`config.mk`:
```
export PLATFORM = sky130hd
export DESIGN_NAME = alu_flat
export DESIGN_NICKNAME = d
export VERILOG_FILES = /design/src/rtl/alu_pkg.sv /design/src/rtl/alu_if.sv /design/src/rtl/alu_addsub.sv /design/src/rtl/alu.sv /design/src/flat_wrapper.sv
export SDC_FILE = /design/constraint.sdc
export NUM_CORES = 1
export LEC_CHECK = 0
export BUFFER_PORTS_ARGS = -buffer_cell sky130_fd_sc_hd__buf_2
export CAP_MARGIN = 20
export CELL_PAD_IN_SITES_DETAIL_PLACEMENT = 0
export CELL_PAD_IN_SITES_GLOBAL_PLACEMENT = 1
export CORE_MARGIN = 4
export CORE_UTILIZATION = 49
export CTS_CLUSTER_DIAMETER = 60
export DETAILED_ROUTE_END_ITERATION = 10
export PLACE_DENSITY_LB_ADDON = 0.1
export SLEW_MARGIN = 15
export SYNTH_ARGS = -nofsm -noshare
export SYNTH_HDL_FRONTEND = slang
export SYNTH_SLANG_ARGS = --single-unit
```
`constraint.sdc`:
```
create_clock -name clk -period 14.5 [get_ports clk]
set_input_delay 3.625 -clock clk [delete_from_list [all_inputs] [get_ports clk]]
set_output_delay 3.625 -clock clk [all_outputs]
set_load 0.01 [all_outputs]
```
`src/rtl/alu_pkg.sv`:
```
// Shared definitions for the execute-stage ALU: control width and opcode encodings.
// Imported by the interface, the ALU and the testbench.
package alu_pkg;

  localparam int ALU_CTRL_W = 3;

  localparam logic [ALU_CTRL_W-1:0] ALU_ADD = 3'b000;
  localparam logic [ALU_CTRL_W-1:0] ALU_SUB = 3'b001;
  localparam logic [ALU_CTRL_W-1:0] ALU_AND = 3'b010;
  localparam logic [ALU_CTRL_W-1:0] ALU_OR  = 3'b011;
  localparam logic [ALU_CTRL_W-1:0] ALU_XOR = 3'b100;
  localparam logic [ALU_CTRL_W-1:0] ALU_SLT = 3'b101;
  localparam logic [ALU_CTRL_W-1:0] ALU_SLL = 3'b110;
  localparam logic [ALU_CTRL_W-1:0] ALU_SRL = 3'b111;

endpackage : alu_pkg

```
`src/rtl/alu_if.sv`:
```
// Operand/result bundle between the operand muxes (master) and the ALU (slave).
// Result and flags are registered inside the ALU.
interface alu_if
  import alu_pkg::*;
#(
  parameter int WIDTH = 32
);

  logic [WIDTH-1:0]      A;
  logic [WIDTH-1:0]      B;
  logic [ALU_CTRL_W-1:0] ALUControl;
  logic [WIDTH-1:0]      Result;
  logic                  Carry;
  logic                  OverFlow;
  logic                  Zero;
  logic                  Negative;

  modport master (
    output A, B, ALUControl,
    input  Result, Carry, OverFlow, Zero, Negative
  );

  modport slave (
    input  A, B, ALUControl,
    output Result, Carry, OverFlow, Zero, Negative
  );

endinterface : alu_if

```
`src/rtl/alu_addsub.sv`:
```
// Combinational WIDTH-bit adder/subtractor shared by ADD, SUB and SLT.
// Subtraction is a + ~b + 1, so cout is the "no borrow" flag.
module alu_addsub #(
  parameter int WIDTH = 32
) (
  input  logic [WIDTH-1:0] a,
  input  logic [WIDTH-1:0] b,
  input  logic             sub,
  output logic [WIDTH-1:0] sum,
  output logic             cout,
  output logic             ovf
);

  logic [WIDTH-1:0] b_eff;

  assign b_eff = b ^ {WIDTH{sub}};
  assign {cout, sum} = {1'b0, a} + {1'b0, b_eff} + {{WIDTH{1'b0}}, sub};

  // Signed overflow: both addends share a sign that the sum does not.
  assign ovf = (a[WIDTH-1] == b_eff[WIDTH-1]) && (sum[WIDTH-1] != a[WIDTH-1]);

endmodule : alu_addsub

```
`src/rtl/alu.sv`:
```
// 32-bit execute-stage ALU: operation mux plus flag logic, all outputs registered
// with one cycle of latency and a synchronous active-high reset.
module alu
  import alu_pkg::*;
#(
  parameter int WIDTH = 32
) (
  input  logic  clk,
  input  logic  rst,
  alu_if.slave  bus
);

  localparam int SHW = $clog2(WIDTH);

  logic [WIDTH-1:0] as_sum;
  logic             as_cout;
  logic             as_ovf;
  logic             as_sub;
  logic [SHW-1:0]   shamt;

  logic [WIDTH-1:0] res_d;
  logic             carry_d;
  logic             ovf_d;

  // SLT rides the subtract path; ADD is the only op that adds.
  assign as_sub = (bus.ALUControl == ALU_SUB) || (bus.ALUControl == ALU_SLT);
  assign shamt  = bus.B[SHW-1:0];

  alu_addsub #(.WIDTH(WIDTH)) u_addsub (
    .a    (bus.A),
    .b    (bus.B),
    .sub  (as_sub),
    .sum  (as_sum),
    .cout (as_cout),
    .ovf  (as_ovf)
  );

  always_comb begin
    // NOTE: every output of this block gets a default first so no path leaves it unassigned and a latch is never inferred.
    res_d   = '0;
    carry_d = 1'b0;
    ovf_d   = 1'b0;
    unique case (bus.ALUControl)
      ALU_ADD, ALU_SUB: begin
        res_d   = as_sum;
        carry_d = as_cout;
        ovf_d   = as_ovf;
      end
      ALU_AND: res_d = bus.A & bus.B;
      ALU_OR:  res_d = bus.A | bus.B;
      ALU_XOR: res_d = bus.A ^ bus.B;
      ALU_SLT: res_d = {{(WIDTH-1){1'b0}}, as_sum[WIDTH-1] ^ as_ovf};
      ALU_SLL: res_d = bus.A << shamt;
      ALU_SRL: res_d = bus.A >> shamt;
      default: res_d = '0;
    endcase
  end

  always_ff @(posedge clk) begin
    // NOTE: sequential state uses non-blocking assignments so every register samples pre-edge values.
    if (rst) begin
      bus.Result   <= '0;
      bus.Carry    <= 1'b0;
      bus.OverFlow <= 1'b0;
      bus.Zero     <= 1'b0;
      bus.Negative <= 1'b0;
    end else begin
      bus.Result   <= res_d;
      bus.Carry    <= carry_d;
      bus.OverFlow <= ovf_d;
      bus.Zero     <= (res_d == '0);
      bus.Negative <= res_d[WIDTH-1];
    end
  end

endmodule : alu

```
`src/flat_wrapper.sv`:
```
// flat-port wrapper written by rule: the top's interface ports become plain ports
module alu_flat import alu_pkg::*;
#(
  parameter int WIDTH = 32
)
  (clk, rst, bus_A, bus_B, bus_ALUControl, bus_Result, bus_Carry, bus_OverFlow, bus_Zero, bus_Negative);
  alu_if #(.WIDTH(WIDTH)) bus_i ();
  input  logic clk;
  input  logic rst;
  input wire logic [$bits(bus_i.A)-1:0] bus_A;
  input wire logic [$bits(bus_i.B)-1:0] bus_B;
  input wire logic [$bits(bus_i.ALUControl)-1:0] bus_ALUControl;
  output wire logic [$bits(bus_i.Result)-1:0] bus_Result;
  output wire logic [$bits(bus_i.Carry)-1:0] bus_Carry;
  output wire logic [$bits(bus_i.OverFlow)-1:0] bus_OverFlow;
  output wire logic [$bits(bus_i.Zero)-1:0] bus_Zero;
  output wire logic [$bits(bus_i.Negative)-1:0] bus_Negative;
  assign bus_i.A = bus_A;
  assign bus_i.B = bus_B;
  assign bus_i.ALUControl = bus_ALUControl;
  assign bus_Result = bus_i.Result;
  assign bus_Carry = bus_i.Carry;
  assign bus_OverFlow = bus_i.OverFlow;
  assign bus_Zero = bus_i.Zero;
  assign bus_Negative = bus_i.Negative;
  alu #(.WIDTH(WIDTH)) u_core (.clk(clk), .rst(rst), .bus(bus_i));
endmodule
```
==> results.json <==
{
  "outcome": "completed",
  "start_kind": "input port",
  "syn_inst": 1122,
  "max_slew.worst_pin.slew_ns": 1.05,
  "die_area_um2": 19900,
  "ctsHoldBuffers": 0,
  "ir_drop_mv": 0.0928,
  "cts.repair.resized": 0,
  "setup_tns_ns": 0,
  "max_slew_margin": 0.298,
  "routedWlPerCell_um": 24.8,
  "mostFrequentLayoutCells": "117 x nand2_1, 103 x buf_2, 97 x ha_1",
  "grt_pass1_wl_mm": 51.4,
  "async_flop_share": 0,
  "dp.cells": 1383,
  "drc": 0,
  "hold_path_depth": 2,
  "clkSlewWorstSetupHoldPaths_ns": 0.06,
  "cap_violations": 0,
  "start_util": 0.501,
  "ys_ff_latch": 35,
  "clock-sinks": 35,
  "grt_use_total": 0.334,
  "syn_nets": 1289,
  "cts-htree-levels": 2,
  "drive_gt1_frac": 0.182,
  "critPathCaptureType": "register",
  "ys_warn_count": 0,
  "fp.dieW_um": 141,
  "via_per_inst": 6.73,
  "drtIter0Drc": 1048,
  "power_density_nw_per_um2": 66.5,
  "wl_mm": 34.4,
  "vias": 9364,
  "fin_nets": 1332,
  "post-route-util": 0.543,
  "hold_path.startpoint": "rst",
  "fmaxAchievable_ghz": 0.119,
  "synth_cell_type_count": 80,
  "synthFlopType": "dfxtp_1",
  "power.leakage_nw": 4.19,
  "synth_edf_count": 0,
  "crit_required_ns": 14.71,
  "final_area_um2": 9390,
  "placed_area_um2": 9210,
  "fin_crit_ns": 8.40,
  "rows": 48,
  "final.period_utilization": 0.580,
  "slew_viol_final": 0,
  "hold_path_class": "in2reg",
  "grt_max_degree": 62,
  "final_common_cell": "nand2_1",
  "hold_viol": 0,
  "cts-buffers-inserted": 5,
  "post_cts_buffers": 0,
  "crit_fanout": 32,
  "coreArea_um2": 17300,
  "totalPowerFinal_mw": 0.624,
  "tritoncts": "built",
  "dieHeight_um": 141,
  "cts_root_buf": "clkbuf_16",
  "hpwl_mm": 27.0,
  "layout.cells.non_filler": 1391,
  "first_pass_iters": 5,
  "seq_area_frac_synth": 0.0809,
  "clockBufferDepth": 2,
  "worstPathArrival_ns": 8.62,
  "grt-ovfl-total": 0,
  "area_delta_synth_final_pct": 8.30,
  "ant_nets": 0,
  "rsz0062_at_grt": "no",
  "path_class": "in2reg",
  "antenna_cells": 0,
  "synth_area_um2": 8670,
  "antenna_found_initial": 1,
  "gp_congestion": 1.05,
  "setup_viol": 0,
  "port_buffers": 104,
  "grt_pass1_vias": 8478,
  "synth.avg_cell_area_um2": 7.72,
  "ioPinCount": 105,
  "crit_path_start": "bus_ALUControl[1]"
}
## worst paths after layout
| check | slack, ns | endpoint |
|---|---|---|
| setup / recovery | 6.10 | u_core.bus.Zero$_SDFF_PP0_ |
| hold / removal | 3.82 | u_core.bus.Result[17]$_SDFF_PP0_ |
## cell type report
cell class              count  area (um2)
clock buffers               6         139
clock inverters             2        35.0
fillers                  1727        7910
inverters                  82         308
multi-input cells         922        7290
flip-flops and latches     35         701
well taps                 225         282
repair buffers            119         636
## critical path, cell delays in order
cell       delay [ns]
buf_2            0.38
inv_1            0.36
nand2_2          0.15
buf_4            0.46
xnor2_1          0.22
inv_1            0.08
fa_1             0.39
nand2b_1         0.18
a21o_1           0.24
a2111oi_0        0.75
nor2_1           0.20
xnor2_1          0.18
a221o_1          0.32
nor4_1           0.27
nand4_1          0.15
or4_1            0.53
nor2_1           0.11
## report_power, final
part | switching [mW] | internal, mW | total, mW
Clock | 0.0364 | 0.0852 | 0.122
Combinational | 0.245 | 0.150 | 0.395
Sequential | 0.00177 | 0.106 | 0.108
## cells in the mapped netlist, drive strengths merged, types with 10 or more instances
| cell | instances | area share |
|---|---|---|
| buf | 31 | 0.023 |
| o21a | 17 | 0.015 |
| a211oi | 24 | 0.021 |
| inv | 78 | 0.034 |
| xnor2 | 42 | 0.042 |
| o21ai | 54 | 0.032 |
| nor2 | 93 | 0.040 |
| dfxtp | 35 | 0.081 |
| mux2 | 25 | 0.034 |
| o221ai | 10 | 0.010 |
| o211ai | 12 | 0.010 |
| clkbuf | 52 | 0.023 |
| nor3 | 29 | 0.017 |
| ha | 97 | 0.14 |
| nand3 | 25 | 0.014 |
| a22oi | 15 | 0.013 |
| mux2i | 48 | 0.056 |
| mux4 | 48 | 0.13 |
| nand2 | 118 | 0.051 |
| nor2b | 13 | 0.0094 |
| a221oi | 14 | 0.014 |
| a21o | 10 | 0.0087 |
| a21oi | 69 | 0.040 |
| nand4 | 17 | 0.012 |
## stage by stage
stage / hold slack, ns / worst slack (ns)
final: 3.82 / 6.10
after global routing: 3.86 / 5.82
after CTS: 3.81 / 6.21
after detailed placement: 4.02 / 5.93
after global placement: 4.02 / 5.99
after floorplan: 3.88 / 6.68
## registers in the layout (all words and copies together) (netlist names)
| signal | count |
|---|---|
| u_core.bus.Result | 31 |
| u_core.bus.Negative | 1 |
| u_core.bus.OverFlow | 1 |
| u_core.bus.Carry | 1 |
| u_core.bus.Zero | 1 |
## kinds of logic after synthesis
family / share of synthesized area
AND/OR/NAND/NOR: 0.185
AO/OA/AOI/OAI: 0.248
buffers and inverters: 0.0807
multiplexers: 0.215
adder cells (fa/ha/maj): 0.142
XOR/XNOR: 0.0485
flip-flops: 0.0809
## routing by layer
| metal | GRT usage | part of all wire | vias to the layer above |
|---|---|---|---|
| li1 | - | - | 4288 |
| met4 | 0.120 | 0.038 | 2 |
| met2 | 0.492 | 0.42 | 548 |
| met5 | 0 | 0.00038 | - |
| met3 | 0.0536 | 0.11 | 90 |
| met1 | 0.491 | 0.43 | 4436 |
Power figures use the tool's default switching activity.
